$ cat config.mk
export PLATFORM = sky130hd
export DESIGN_NAME = accumulator_microsequencer
export DESIGN_NICKNAME = d
export VERILOG_FILES = /design/src/rtl/accumulator_seq_pkg.sv /design/src/rtl/accumulator_seq_decode.sv /design/src/rtl/accumulator_microsequencer.sv
export SDC_FILE = /design/constraint.sdc
export NUM_CORES = 1
export LEC_CHECK = 0
export ABC_AREA = 0
export CAP_MARGIN = 0
export CORE_MARGIN = 1
export CORE_UTILIZATION = 41
export CTS_CLUSTER_SIZE = 30
export DETAILED_ROUTE_END_ITERATION = 10
export PLACE_DENSITY = 0.79
export SLEW_MARGIN = 15
export SYNTH_ARGS = -nofsm -noshare
export SYNTH_HDL_FRONTEND = slang
export SYNTH_HIERARCHICAL = 1
export SYNTH_SLANG_ARGS = --single-unit
$ cat constraint.sdc
create_clock -name clk_i -period 2 [get_ports clk_i]
set_input_delay 0.5 -clock clk_i [delete_from_list [all_inputs] [get_ports clk_i]]
set_output_delay 0.5 -clock clk_i [all_outputs]
set_load 0.01 [all_outputs]
$ cat src/rtl/accumulator_seq_pkg.sv
// Shared opcodes, sequencer states and the datapath control word for the
// accumulator microsequencer.
package accumulator_seq_pkg;

  localparam int unsigned OP_W = 3;

  localparam logic [OP_W-1:0] OP_NOP = 3'd0;
  localparam logic [OP_W-1:0] OP_LDA = 3'd1;
  localparam logic [OP_W-1:0] OP_LDB = 3'd2;
  localparam logic [OP_W-1:0] OP_ADD = 3'd3;
  localparam logic [OP_W-1:0] OP_SUB = 3'd4;
  localparam logic [OP_W-1:0] OP_OUT = 3'd5;
  localparam logic [OP_W-1:0] OP_HLT = 3'd6;
  localparam logic [OP_W-1:0] OP_RSV = 3'd7;

  typedef enum logic [1:0] {
    S_IDLE,
    S_EX1,
    S_EX2,
    S_HALT
  } state_e;

  typedef struct packed {
    logic bus_drv;
    logic n_la;
    logic n_lb;
    logic e_a;
    logic e_u;
    logic sub;
    logic done;
  } ctrl_t;

  // Load strobes are active-low, so "idle" is not all-zero.
  localparam ctrl_t CTRL_IDLE = '{bus_drv: 1'b0, n_la: 1'b1, n_lb: 1'b1, e_a: 1'b0,
                                  e_u: 1'b0, sub: 1'b0, done: 1'b0};

  function automatic logic is_alu_op(input logic [OP_W-1:0] op);
    return (op == OP_ADD) || (op == OP_SUB);
  endfunction

endpackage

$ cat src/rtl/accumulator_seq_decode.sv
// Moore decode of (state, latched opcode) into the datapath control word.
module accumulator_seq_decode
  import accumulator_seq_pkg::*;
(
  input  state_e          state_i,
  input  logic [OP_W-1:0] op_i,
  output ctrl_t           ctrl_o
);

  always_comb begin
    ctrl_o = CTRL_IDLE;
    unique case (state_i)
      S_EX1: begin
        ctrl_o.done = 1'b1;
        case (op_i)
          OP_LDA: begin
            ctrl_o.bus_drv = 1'b1;
            ctrl_o.n_la    = 1'b0;
          end
          OP_LDB: begin
            ctrl_o.bus_drv = 1'b1;
            ctrl_o.n_lb    = 1'b0;
          end
          OP_ADD, OP_SUB: begin
            // Operand goes to B first; the result lands in A during EX2.
            ctrl_o.bus_drv = 1'b1;
            ctrl_o.n_lb    = 1'b0;
            ctrl_o.done    = 1'b0;
          end
          OP_OUT:  ctrl_o.e_a = 1'b1;
          default: ;
        endcase
      end
      S_EX2: begin
        ctrl_o.e_u  = 1'b1;
        ctrl_o.sub  = (op_i == OP_SUB);
        ctrl_o.n_la = 1'b0;
        ctrl_o.done = 1'b1;
      end
      S_IDLE, S_HALT: ;
    endcase
  end

endmodule

$ cat src/rtl/accumulator_microsequencer.sv
// Sequences one instruction at a time through fixed T-states, driving the
// accumulator/ALU datapath controls and capturing flags and the output register.
module accumulator_microsequencer
  import accumulator_seq_pkg::*;
#(
  parameter int unsigned DATA_W = 8
) (
  input  logic              clk_i,
  input  logic              rst_i,
  input  logic              in_valid_i,
  output logic              in_ready_o,
  input  logic [OP_W-1:0]   in_op_i,
  input  logic [DATA_W-1:0] in_operand_i,
  output logic              bus_drv_o,
  output logic [DATA_W-1:0] bus_out_o,
  input  logic [DATA_W-1:0] bus_in_i,
  output logic              n_la_o,
  output logic              n_lb_o,
  output logic              e_a_o,
  output logic              e_u_o,
  output logic              sub_o,
  input  logic              alu_cf_i,
  input  logic              alu_zf_i,
  output logic              cf_o,
  output logic              zf_o,
  output logic [DATA_W-1:0] out_data_o,
  output logic              done_o,
  output logic              halted_o,
  output logic              illegal_o
);

  state_e            state_q, state_d;
  logic [OP_W-1:0]   op_q, op_d;
  logic [DATA_W-1:0] operand_q, operand_d;
  logic [DATA_W-1:0] out_data_q, out_data_d;
  logic              cf_q, cf_d;
  logic              zf_q, zf_d;
  logic              illegal_q, illegal_d;
  ctrl_t             ctrl;

  always_comb begin
    state_d    = state_q;
    op_d       = op_q;
    operand_d  = operand_q;
    out_data_d = out_data_q;
    cf_d       = cf_q;
    zf_d       = zf_q;
    illegal_d  = illegal_q;
    unique case (state_q)
      S_IDLE: begin
        if (in_valid_i) begin
          state_d   = S_EX1;
          op_d      = in_op_i;
          operand_d = in_operand_i;
          if (in_op_i == OP_RSV) illegal_d = 1'b1;
        end
      end
      S_EX1: begin
        if (is_alu_op(op_q)) begin
          state_d = S_EX2;
        end else if (op_q == OP_HLT) begin
          state_d = S_HALT;
        end else begin
          state_d = S_IDLE;
        end
        if (op_q == OP_OUT) out_data_d = bus_in_i;
      end
      S_EX2: begin
        cf_d    = alu_cf_i;
        zf_d    = alu_zf_i;
        state_d = S_IDLE;
      end
      S_HALT: ;
    endcase
  end

  always_ff @(posedge clk_i or posedge rst_i) begin
    if (rst_i) begin
      state_q    <= S_IDLE;
      op_q       <= OP_NOP;
      operand_q  <= '0;
      out_data_q <= '0;
      cf_q       <= 1'b0;
      zf_q       <= 1'b0;
      illegal_q  <= 1'b0;
    end else begin
      state_q    <= state_d;
      op_q       <= op_d;
      operand_q  <= operand_d;
      out_data_q <= out_data_d;
      cf_q       <= cf_d;
      zf_q       <= zf_d;
      illegal_q  <= illegal_d;
    end
  end

  accumulator_seq_decode u_decode (
    .state_i (state_q),
    .op_i    (op_q),
    .ctrl_o  (ctrl)
  );

  assign in_ready_o = (state_q == S_IDLE);
  assign halted_o   = (state_q == S_HALT);
  assign bus_drv_o  = ctrl.bus_drv;
  assign bus_out_o  = operand_q;
  assign n_la_o     = ctrl.n_la;
  assign n_lb_o     = ctrl.n_lb;
  assign e_a_o      = ctrl.e_a;
  assign e_u_o      = ctrl.e_u;
  assign sub_o      = ctrl.sub;
  assign done_o     = ctrl.done;
  assign cf_o       = cf_q;
  assign zf_o       = zf_q;
  assign out_data_o = out_data_q;
  assign illegal_o  = illegal_q;

endmodule
==> results by group <==
Clock network
  • Clock-pin slew of the registers on the worst-case setup and hold paths: 0.13 ns
  • Cts bufs inserted: 3
  • Worst-Skew Late Latency: 0.32 ns
  • Cts hold-fix bufs: 0
  • Htree depth: 1
  • CTS root buffer: clkbuf_4
  • Clk sink count: 24
  • CTS tree: built
  • Clock Path Buffers: 2

Placement
  • PortBufs: 51
  • RD Place Congestion: 0.7767
  • Post-DP HPWL: 2046 microns
  • Post-place setup slack: -0.05472 ns

Drt
  • Via count: 939
  • Final ANT Viol Nets: 0
  • Routed len/inst: 15.20 microns
  • WL final: 2781 microns
  • DRC: 0
  • Initial DRC count: 4
  • Pre-antenna DRT Iters: 3
  • DR vias/cell: 5.131

Timing
  • Tmin final: 1.985 ns
  • Final worst-path cycle share: 99.25%
  • Final Hold Viols: 0
  • Final setup margin: 0.01495 ns
  • RSZ-0062 raised after global routing: true
  • Final setup viols: 0
  • Clock Skew: 0.001883 ns
  • Worst slew margin: 74.75%
  • Setup TNS Final: 0 ns
  • Fmax achieved: 0.5038 GHz
  • Final slew viol count: 0
  • Tightest Pin Transition: 0.3783 ns

GRT
  • First-pass GRT wire length: 4367 microns
  • Largest net degree at the start of global routing: 15
  • Initial antenna violation count: 0
  • Gr ovfl total: 0
  • Total GRT Usage: 21.22%
  • Number of global-route vias before repair: 974

Synthesis
  • Cell taking the most area after synthesis: dfrtp_1
  • Post-Syn Area per Cell: 13.65 sq um
  • Flops & latches, synth: 24
  • Synth unique cells: 26
  • Sequential share of the synthesized area: 51.78%
  • FFs w/ async S/R, synth: 100.0%
  • Yosys warns: 6
  • Top cells by area, synth: dfrtp_1 (52%), mux2_2 (22%), ha_1 (7.6%)
  • Number of synthesized flops with an enable pin: 0
  • Net Count, Synth: 116
  • Mapped Area: 1160 sq um
  • Top-area cell type share of the netlist area: 51.78%
  • Post-synthesis cell count: 85
  • Main flop type after synthesis: dfrtp_1

Min path
  • HP Class: input port to asynchronous set/reset pin

Outcome
  • Status: finished clean

Cells and area
  • Area delta synth->final: 64.62%
  • Number of diodes: 0
  • Multi-input gate area: 574.3 sq um
  • Nets@finish: 185
  • Fillers: 175
  • Post-layout util: 74.37%
  • Most frequent cells in the layout: clkdlybuf4s50_1 (42), mux2_2 (23), dfrtp_1 (21), buf_4 (10)
  • Commonest non-fill, non-tap cell in the layout: clkdlybuf4s50_1
  • Register area: 604.3 sq um
  • Share of layout cells above drive strength 1: 38.56%

Critical path
  • Crit end category: output pin
  • Crit path DAT: 1.49 ns
  • Startpoint types: flop
  • Critical Path RT: 1.50 ns
  • Crit path max fanout: 5
  • Critical path class: flop to output pin

Die
  • Die ar.: 3045 sq um
  • Die span in y: 55.19 microns
  • Die Span X: 55.19 microns
  • I/O pin count: 52
  • Row count: 18
  • Core area: 2567 sq um
  • Initial Utilization: 45.18%

Pwr
  • Pleak: 0.0008494 uW
  • Power density over the cells: 1584 nW/um^2
  • Max IR drop VDD: 1.271 mV

Run
  • Max Cap Violations: 0
-- cell families after synthesis --
| group | count (synthesis) | share of synthesized area, % |
|---|---|---|
| DFF | 24 | 51.78 |
| and+or+nand+nor | 16 | 10.90 |
| buffers and inverters | 7 | 2.589 |
| muxes | 24 | 23.19 |
| adders and majority gates | 7 | 7.551 |
| AOI/OAI and AO/OA | 7 | 3.992 |
-- report_power, final --
part / internal (uW) / switching, uW
clock: 203 / 148
combinational: 1070 / 698
sequential: 737 / 170
total: 2010 / 1020
-- state kept, by name, indices dropped and copies added, names as in the netlist --
name	flops
op_q	3
out_data_o	8
illegal_o	1
zf_o	1
bus_out_o	8
cf_o	1
state_q	2
-- per-stage QoR --
step	instances	area, sq um	hold WS, ns	power [uW]
after floorplan	85	1160	0.5134	1697
after global placement	174	1780	0.4607	2478
after detailed placement	174	1780	0.4914	2557
after CTS	182	1862	0.4684	2948
after global routing	183	1909	0.4882	3221
final	183	1909	0.4598	3025
-- final timing paths --
path / slack [ns] / startpoint / end / depth (start not counted)
worst max-delay path: 0.01 / op_q[1] / done_o / 4
worst min-delay path: 0.46 / rst_i / out_data_o[2] / 2
worst max register to register: 0.39 / state_q[1] / out_data_o[5] / 5
worst min register to register: 0.52 / illegal_o / illegal_o / 1
max in group asynchronous: 1.08 / rst_i / op_q[1] / 3
min in group clk_i: 0.52 / illegal_o / illegal_o / 1
-- area by class of cell --
class,instances,area share [%]
timing repair buffer,65,32.37
tap,30,1.966
inverter,6,1.180
sequential,24,31.65
clock inverter,1,1.573
multi-input combinational,54,30.08
clock buffer,3,1.180
-- critical path: stages (launching register included) --
cell and delay (ns):
dfrtp_2 0.46, buf_6 0.13, nor4bb_4 0.15, nor4_1 0.25, buf_2 0.17
-- metal layers --
metal	part of all wire [%]	wire [microns]	global-route usage, %	vias up
li1	-	-	-	440
met4	2.1	59	8.750	0
met2	52	1460	38.96	39
met3	6.7	185	7.104	7
met1	39	1076	21.82	453
met5	0	0	0	-
-- synthesized netlist by cell type, types with 2 or more instances --
| cell type | count |
|---|---|
| mux2_2 | 23 |
| nand2_1 | 3 |
| a21oi_1 | 2 |
| inv_1 | 6 |
| dfrtp_1 | 24 |
| ha_1 | 7 |
-- what timing repair did --
action | in CTS | in global routing
pin swaps | 1 | 2
gates resized for setup | 30 | 13
buffers inserted | 4 | 1
setup endpoints to repair | 9 | 5
Power figures use the tool's default switching activity.
